--- src/rtl/apb_completer_regfile.sv ---
`timescale 1ns/1ps
// APB3/APB4 completer fronting a small byte-strobed register file with PSLVERR on bad accesses.
// Latency: setup + (WAIT_CYCLES+1) access cycles; stalls the requester by holding pready low during wait states.
module apb_completer_regfile #(
    parameter int                         ADDRESS_WIDTH = 32,
    parameter int                         DATA_WIDTH    = 32,
    parameter logic [ADDRESS_WIDTH-1:0]   BASE_ADDR     = '0,
    parameter int                         NUM_WORDS     = 8,
    parameter int                         WAIT_CYCLES   = 0,
    parameter bit                         PROT_CHECK    = 1'b1
) (
    input  logic                          pclk,
    input  logic                          preset_n,
    input  logic                          psel,
    input  logic                          penable,
    input  logic                          pwrite,
    input  logic [ADDRESS_WIDTH-1:0]      paddr,
    input  logic [DATA_WIDTH-1:0]         pwdata,
    input  logic [DATA_WIDTH/8-1:0]       pstrb,
    input  logic [2:0]                    pprot,
    output logic                          pready,
    output logic                          pslverr,
    output logic [DATA_WIDTH-1:0]         prdata
);

    localparam int IDX_W = (NUM_WORDS > 1) ? $clog2(NUM_WORDS) : 1;
    localparam int NUM_BYTES = DATA_WIDTH / 8;

    // One extra bit so the window end never wraps at the top of the address space.
    localparam logic [ADDRESS_WIDTH:0] WIN_LO = {1'b0, BASE_ADDR};
    localparam logic [ADDRESS_WIDTH:0] WIN_HI = {1'b0, BASE_ADDR} + (ADDRESS_WIDTH+1)'(4 * NUM_WORDS);

    typedef enum logic {
        IDLE,
        ACCESS
    } state_t;

    typedef struct packed {
        logic [ADDRESS_WIDTH-1:0] addr;
        logic                     write;
        logic [DATA_WIDTH-1:0]    wdata;
        logic [NUM_BYTES-1:0]     strb;
        logic [2:0]               prot;
    } req_t;

    state_t                   state, state_nxt;
    logic [3:0]               wcnt, wcnt_nxt;
    req_t                     req_q;
    logic                     capture;
    logic                     commit;
    logic                     err;
    logic                     in_win;
    logic [ADDRESS_WIDTH-1:0] offset;
    logic [IDX_W-1:0]         index;
    logic [DATA_WIDTH-1:0]    mem [NUM_WORDS];

    assign in_win = ({1'b0, req_q.addr} >= WIN_LO) && ({1'b0, req_q.addr} < WIN_HI);
    assign err    = !in_win
                 || (req_q.addr[1:0] != 2'b00)
                 || (PROT_CHECK && req_q.write && !req_q.prot[0]);
    assign offset = req_q.addr - BASE_ADDR;
    assign index  = offset[IDX_W+1:2];

    logic unused_bits;
    assign unused_bits = ^{req_q.prot[2:1], offset};

    always_comb begin
        state_nxt = state;
        wcnt_nxt  = wcnt;
        capture   = 1'b0;
        commit    = 1'b0;
        // A setup phase always wins, even mid-transfer: the old transfer is dropped unwritten.
        if (psel && !penable) begin
            capture   = 1'b1;
            state_nxt = ACCESS;
            wcnt_nxt  = 4'(WAIT_CYCLES);
        end else if (state == ACCESS) begin
            if (!psel) begin
                state_nxt = IDLE;
            end else if (wcnt != 4'd0) begin
                wcnt_nxt = wcnt - 4'd1;
            end else begin
                state_nxt = IDLE;
                commit    = req_q.write && !err;
            end
        end
    end

    always_ff @(posedge pclk or negedge preset_n) begin
        if (!preset_n) begin
            state <= IDLE;
            wcnt  <= 4'd0;
            req_q <= '0;
        end else begin
            state <= state_nxt;
            wcnt  <= wcnt_nxt;
            if (capture) begin
                req_q.addr  <= paddr;
                req_q.write <= pwrite;
                req_q.wdata <= pwdata;
                req_q.strb  <= pstrb;
                req_q.prot  <= pprot;
            end
        end
    end

    always_ff @(posedge pclk or negedge preset_n) begin
        if (!preset_n) begin
            for (int w = 0; w < NUM_WORDS; w++) begin
                mem[w] <= '0;
            end
        end else if (commit) begin
            for (int b = 0; b < NUM_BYTES; b++) begin
                if (req_q.strb[b]) begin
                    mem[index][8*b +: 8] <= req_q.wdata[8*b +: 8];
                end
            end
        end
    end

    assign pready  = (state == ACCESS) && (wcnt == 4'd0);
    assign pslverr = pready && err;
    assign prdata  = (pready && !req_q.write && !err) ? mem[index] : '0;

endmodule

--- config.mk ---
export PLATFORM = sky130hd
export DESIGN_NAME = apb_completer_regfile
export DESIGN_NICKNAME = d
export VERILOG_FILES = /design/src/rtl/apb_completer_regfile.sv
export SDC_FILE = /design/constraint.sdc
export NUM_CORES = 1
export LEC_CHECK = 0
export CORE_MARGIN = 3
export CORE_UTILIZATION = 45
export CTS_CLUSTER_SIZE = 12
export DETAILED_ROUTE_END_ITERATION = 12
export PLACE_DENSITY_LB_ADDON = 0.08
export SYNTH_ARGS = -nofsm -noshare
export SYNTH_HDL_FRONTEND = slang
export SYNTH_SLANG_ARGS = --single-unit
--- constraint.sdc ---
create_clock -name pclk -period 2.51 [get_ports pclk]
set_input_delay 0.6275 -clock pclk [delete_from_list [all_inputs] [get_ports pclk]]
set_output_delay 0.6275 -clock pclk [all_outputs]
set_load 0.05 [all_outputs]
==> flow_summary_export.csv, run 1 <==
group,metric,value,unit
global_routing,globalRoute.totalOverflow,0,
sta,fin_ws,-0.864,ns
worst_setup_path,start_kind,"register",
worst_setup_path,crit_required,1.88,ns
detailed_routing,remaining_drc_errors,0,
global_routing,grt_pass1_vias,9876,
yosys,ys_ff_latch,331,
yosys,ys_warn_count,0,
yosys,synth_edf_count,0,
placed_design,numPortBuffers,107,
yosys,async_flop_share,100,%
sta,tightest_slew,0.784,ns
clock_network,cts_made_buffers,37,
final_layout,num_antenna_cells,0,
yosys,netlist_instances,1014,
worst_setup_path,slowest_stage,"or4_4",
sta,post-route-min-period,3.37,ns
yosys,syn_avg_cell_area,14.4,µm²
pwr,p_int,0.00924,W
worst_setup_path,rr_startpoint,"req_q[65]",
yosys,synth_area,14600,µm²
global_routing,grt_use_met1,31.5,%
floorplanning,die_width,186,µm
worst_setup_path,path_cells,"nor4_2 -> buf_4 -> nand3_4 -> or4_4 -> buf_12 -> nor4_4 -> buf_12",
yosys,synth_most_common_cell,"dfrtp_1",
yosys,ys_seq_area_share,56.7,%
placed_design,hpwl,22600,µm
detailed_routing,num_vias,9560,
worst_setup_path,path_buf_inv,3,
worst_setup_path,cp_data_arrival_time,2.75,ns
pwr,power,0.0123,W
final_layout,final_core_util,60.8,%
floorplanning,io_pins,110,
detailed_routing,first_pass_iters,4,
final_layout,regArea,8280,µm²
yosys,ys.flop_type,"dfrtp_1",
global_routing,antenna_found_initial,0,
yosys,ys_types,48,
detailed_routing,routed_wl,35700,µm
floorplanning,start_util,46.0,%
pwr,p_sw_share,25.1,%
job,drv_cap,0,
global_routing,busiest_layer,"met2",
sta,skew,0.0106,ns
pwr,power_frac_seq,46.8,%
worst_setup_path,cp_top_family,"simple AND/OR/NAND/NOR gates",
sta,max_freq,296,MHz
floorplanning,num_rows,65,
yosys,synth_area_leaders,"dfrtp_1, mux2_2, o22ai_1",
global_routing,use_met2,33.2,%
pwr,power_density,638,nW/µm²
worst_setup_path,end_kind,"primary output",
clock_network,clockRootBuffer,"clkbuf_16",
final_layout,nFillCells,2482,
outcome,outcome,"complete, but fails checks",
sta,finalMaxSlewViolations,0,
worst_setup_path,critPathMaxFanout,20,
final_layout,syn_to_final_growth,32.2,%
final_layout,final_nets,1298,
final_layout,multi_input_area,6370,µm²
pwr,p_sw,0.00310,W
detailed_routing,postRouteAntennaNets,0,
min_path,min_from,"mem[154]",
clock_network,htree_levels,2,
global_routing,grt_first_pass_wirelength,57200,µm
yosys,synth_top_cell_by_area,"dfrtp_1",
pwr,power.share.clock,40.4,%
sta,post-route-period-util,134,%
worst_setup_path,crit_path_start,"req_q[65]",
global_routing,grt_max_degree,87,
outcome,violations,"negative setup slack",
final_layout,layout-drive-gt1-share,47.5,%
worst_setup_path,max_stage_delay,0.56,ns
clock_network,clock_latency,0.50,ns
clock_network,clock_sinks,331,
worst_setup_path,worstSetupPathType,"reg2out",
pwr,p_comb_share,12.8,%
floorplanning,die_h,186,µm
floorplanning,core_area,31800,µm²
pwr,ir_worst_vdd,500,µV
sta,rsz0062_at_grt,"yes",
sta,relSlewSlack,47.7,%
yosys,synth_nets,1091,
sta,timing.final.hold_violations,0,
detailed_routing,viasPerCell,5.70,
detailed_routing,avgRoutedWirePerCell,21.3,µm
sta,setup_viol,59,
global_routing,track_usage,21.1,%
min_path,hold_path.class,"reg2reg",
worst_setup_path,crit_top_cell,"buf_12",
clock_network,cts_buffer_depth,3,
yosys,synth_common_cells,"dfrtp_1, mux2_2, o22ai_1",
placed_design,place_congestion,0.742,
clock_network,cts_tree,"yes",
global_routing,grt_use_met3,3.35,%
detailed_routing,dr.first_iter.drc_count,497,
pwr,p_leak,9.02,nW
yosys,synth_top_area_share,56.7,%
floorplanning,die_area,34700,µm²
clock_network,clk_pin_slew,0.06,ns
## power by group through the flow
stage	combinational (W)	sequential, W	clock, W
after CTS	0.00160	0.00577	0.00511
after global routing	0.00171	0.00581	0.00536
after global placement	0.00158	0.00586	0
final	0.00158	0.00577	0.00499
after detailed placement	0.00159	0.00586	0
after floorplan	0.000866	0.00574	0
## worst reg2reg max path, delay by kind of cell (launching register included)
kind                   cells  cell delay (ns)
buffers and inverters      3             0.73
multiplexers               1             0.33
flip-flops                 1             0.39
AND/OR/NAND/NOR            3             1.00
## per-layer routing
metal / vias to the layer above / routed length (µm)
met4: 0 / 561
met2: 183 / 16700
li1: 4356 / -
met1: 4974 / 16800
met3: 47 / 1640
met5: - / 0
## cells by family (layout without fill, tap and decap cells)
kind of cell	count (synthesis)	count (layout)	share of synthesized area, %
buffers and inverters	69	296	2.59
multiplexers	326	326	25.1
AND/OR/NAND/NOR	151	151	9.01
adder cells (fa/ha/maj)	1	1	0.0856
AO/OA/AOI/OAI	134	134	6.39
flip-flops	331	331	56.7
XOR/XNOR	2	2	0.120
## cells in the final DEF (no fill, tap or decap), types with 4 or more instances in the layout
cell type        instances
buf_12                  81
buf_4                   75
clkbuf_1                12
clkbuf_16               37
clkbuf_8                 6
clkdlybuf4s50_1         72
dfrtp_1                331
mux2_1                  16
mux2_2                 310
nand3b_1                 4
nand4_1                 33
nor2_1                   5
nor2_4                  12
nor4_1                   5
nor4_4                  41
o221ai_1                17
o22a_1                  17
o22ai_1                 90
or4_1                   21
## sequential cells by signal, indices dropped and copies added (netlist names)
register	flops
mem	256
req_q	70
state	1
wcnt	4
## final cells by class
cell class / instances / area share, %
Clock buffer: 55 / 5.45
Clock inverter: 4 / 0.233
Inverter: 2 / 0.0388
Multi-Input combinational cell: 614 / 33.0
Sequential cell: 331 / 42.9
Tap cell: 435 / 2.82
Timing Repair Buffer: 235 / 15.6
## worst paths after layout
kind,cells past startpoint,slack (ns),to
setup reg to reg,7,-0.05,mem[125]
min in group asynchronous,2,0.60,req_q[24]
setup / recovery,7,-0.86,prdata[22]
hold / removal,1,0.49,mem[154]
max in group asynchronous,3,1.13,req_q[66]
hold reg to reg,1,0.49,mem[154]
## repair_timing
action	4_1_cts	5_1_grt
setup endpoints to repair	98	170
buffers inserted	7	1
cloned	2	0
pin swaps	3	1
gates resized for setup	10	3
endpoints found under the hold margin	3	0
hold buffers	1	0
## stage by stage
stage	setup TNS, ns	setup WS, ns	std cells	hold WS [ns]	area (µm²)
2_1_floorplan	-10.29	-0.391	1014	0.332	15000
5_1_grt	-34.22	-0.937	1676	0.513	19300
6_report	-25.94	-0.864	1676	0.494	19300
4_1_cts	-27.87	-0.871	1676	0.494	19300
3_3_place_gp	-42.50	-0.375	1608	0.474	18000
3_5_place_dp	-47.20	-0.374	1608	0.481	18000
(Power assumes the default switching activity.)
==> inputs of run 2 (changes only) <==
CAP_MARGIN = 20   (was unset)
PLACE_DENSITY = 0.77   (was unset)
PLACE_DENSITY_LB_ADDON = unset   (was 0.08)
==> run 2 against run 1 <==
Against the previous run:
- the run still ends with negative setup slack left
- global-route usage barely moved
- routed wire length up 1.1%
- die area unchanged
- sequential power about the same
- clock-buffer cell count down 5
- sequential cell count stayed put
- first-iteration DRC count rose by 29%
- register-to-register slack better by 0.03 ns
- final cell count shrank 0.30%
- final area down 0.19%
==> flow_summary_export.csv, run 2 (synthesized netlist as in run 1, its figures left out) <==
group,metric,value,unit
outcome,outcome,"complete, but fails checks",
outcome,violations,"negative setup slack",
sta,setup_viol,41,
worst_setup_path,slowest_stage,"or4_4",
placed_design,hpwl,23200,µm
sta,relSlewSlack,66.7,%
sta,timing.final.hold_violations,0,
final_layout,mostFrequentLayoutCell,"dfrtp_1",
worst_setup_path,path_cells,"nor4_4 -> buf_4 -> nand3_4 -> or4_4 -> buf_12 -> nor4_4 -> buf_12",
final_layout,num_antenna_cells,0,
clock_network,clk_pin_slew,0.06,ns
worst_setup_path,start_kind,"register",
sta,finalMaxSlewViolations,0,
final_layout,multi_input_area,6430,µm²
final_layout,layout-drive-gt1-share,48.7,%
clock_network,cts_tree,"yes",
worst_setup_path,cp_data_arrival_time,2.68,ns
global_routing,grt_max_degree,85,
worst_setup_path,path_buf_inv,3,
detailed_routing,postRouteAntennaNets,0,
clock_network,clock_latency,0.50,ns
global_routing,grt_pass1_vias,10500,
final_layout,nFillCells,2363,
final_layout,largest_reg_flops,256,
detailed_routing,num_vias,9790,
final_layout,final_cell_mix,"dfrtp_1, mux2_2, o22ai_1",
floorplanning,num_rows,65,
worst_setup_path,end_kind,"primary output",
final_layout,top_regs,"mem: 256 flops, req_q: 70 flops, wcnt: 4 flops",
clock_network,clockRootBuffer,"clkbuf_16",
pwr,p_leak,9.03,nW
placed_design,place_ws,-0.398,ns
final_layout,syn_to_final_growth,32.0,%
floorplanning,start_util,46.0,%
global_routing,globalRoute.totalOverflow,0,
worst_setup_path,cp_top_family,"simple AND/OR/NAND/NOR gates",
sta,rsz0062_at_grt,"yes",
detailed_routing,remaining_drc_errors,0,
floorplanning,io_pins,110,
sta,skew,0.00964,ns
clock_network,cts_hold_buf,0,
clock_network,cts_made_buffers,36,
worst_setup_path,worstSetupPathType,"reg2out",
detailed_routing,avgRoutedWirePerCell,21.6,µm
worst_setup_path,critPathMaxFanout,29,
clock_network,clock_sinks,331,
floorplanning,core_area,31800,µm²
placed_design,place_congestion,0.807,
final_layout,largest-register,"mem",
detailed_routing,viasPerCell,5.86,
final_layout,final_nets,1297,
floorplanning,die_area,34700,µm²
placed_design,numPortBuffers,107,
sta,post-route-min-period,3.31,ns
clock_network,htree_levels,2,
final_layout,final_cells,1671,
detailed_routing,first_pass_iters,5,
global_routing,grt_first_pass_wirelength,57700,µm
final_layout,final_core_util,60.7,%
detailed_routing,routed_wl,36100,µm
sta,fin_ws,-0.801,ns
detailed_routing,dr.first_iter.drc_count,643,
placed_design,dp_cells,1610,
job,drv_cap,0,
floorplanning,die_h,186,µm
clock_network,cts_buffer_depth,3,
pwr,power_density,637,nW/µm²
sta,hold_ws,0.00866,ns
floorplanning,die_width,186,µm
min_path,hold_path.class,"in2async",
global_routing,antenna_found_initial,0,
worst_setup_path,crit_required,1.88,ns
pwr,ir_worst_vdd,546,µV
worst_setup_path,max_stage_delay,0.53,ns
sta,tightest_slew,0.499,ns
final_layout,regArea,8280,µm²
sta,post-route-period-util,132,%
global_routing,track_usage,21.1,%
sta,max_freq,302,MHz
-- run 2: cell count changes in the layout (fill, tap and decap cells not counted), moves of 5 or more --
| cell | delta |
|---|---|
| buf_12 | -10 |
| buf_4 | +7 |
| clkbuf_1 | -6 |
| or4_1 | -6 |
| or4_4 | +6 |
| mux2_4 | +5 |
-- run 2: path summary, 6_finish.rpt --
kind	depth (start not counted)	slack [ns]	start	endpoint
max in group asynchronous	2	1.71	preset_n	mem[241]
min	1	0.009	preset_n	req_q[66]
min in group pclk	1	0.49	mem[121]	mem[121]
max reg2reg	9	-0.02	req_q[65]	mem[126]
max	7	-0.80	req_q[65]	prdata[10]
min reg2reg	1	0.49	mem[121]	mem[121]
-- run 2: report_power, final --
| part | switching [W] | internal (W) |
|---|---|---|
| Sequential | 0.000278 | 0.00551 |
| Clock | 0.00197 | 0.00297 |
| Combinational | 0.000821 | 0.000740 |
-- run 2: metrics by stage --
stage          power [W]  TNS (ns)  cell area (µm²)
5_1_grt           0.0127    -29.28            19300
2_1_floorplan    0.00661    -10.29            15000
3_3_place_gp     0.00735    -45.93            17900
6_report          0.0123    -24.23            19300
4_1_cts           0.0124    -26.83            19300
3_5_place_dp     0.00740    -61.66            17900
-- run 2: what timing repair did --
action / CTS / global route
cloned: 2 / 0
gates resized for setup: 34 / 17
pin swaps: 2 / 8
setup endpoints to repair: 104 / 174
setup buffers: 8 / 6
-- run 2: worst reg2reg max path: stages (launching register included) --
cell	delay [ns]
dfrtp_1	0.40
nor4_4	0.30
buf_4	0.16
nand3_4	0.07
buf_4	0.17
buf_16	0.13
buf_12	0.15
or4_4	0.52
buf_6	0.17
mux2_1	0.32
-- run 2: area by class of cell --
type	instances	area share (%)
sequential	331	42.9
timing repair buffer	235	15.2
clock buffer	50	5.42
tap	435	2.82
inverter	2	0.0389
clock inverter	4	0.233
multi-input combinational	614	33.3
-- run 2: routing by layer --
metal  wire length (µm)  track usage [%]  up-vias  share of wire (%)
met4                730             5.18        0                2.0
met2              17500             35.1      305                 48
met5                  0                0        -                  0
li1                   -                -     4337                  -
met1              15500             29.0     5085                 43
met3               2470             4.03       63                6.8
==> inputs of run 3 (changes only) <==
GPL_ROUTABILITY_DRIVEN = 0   (was unset)
==> results of run 3 <==
No change in the layout: final DEF, timing and power equal those of run 2.
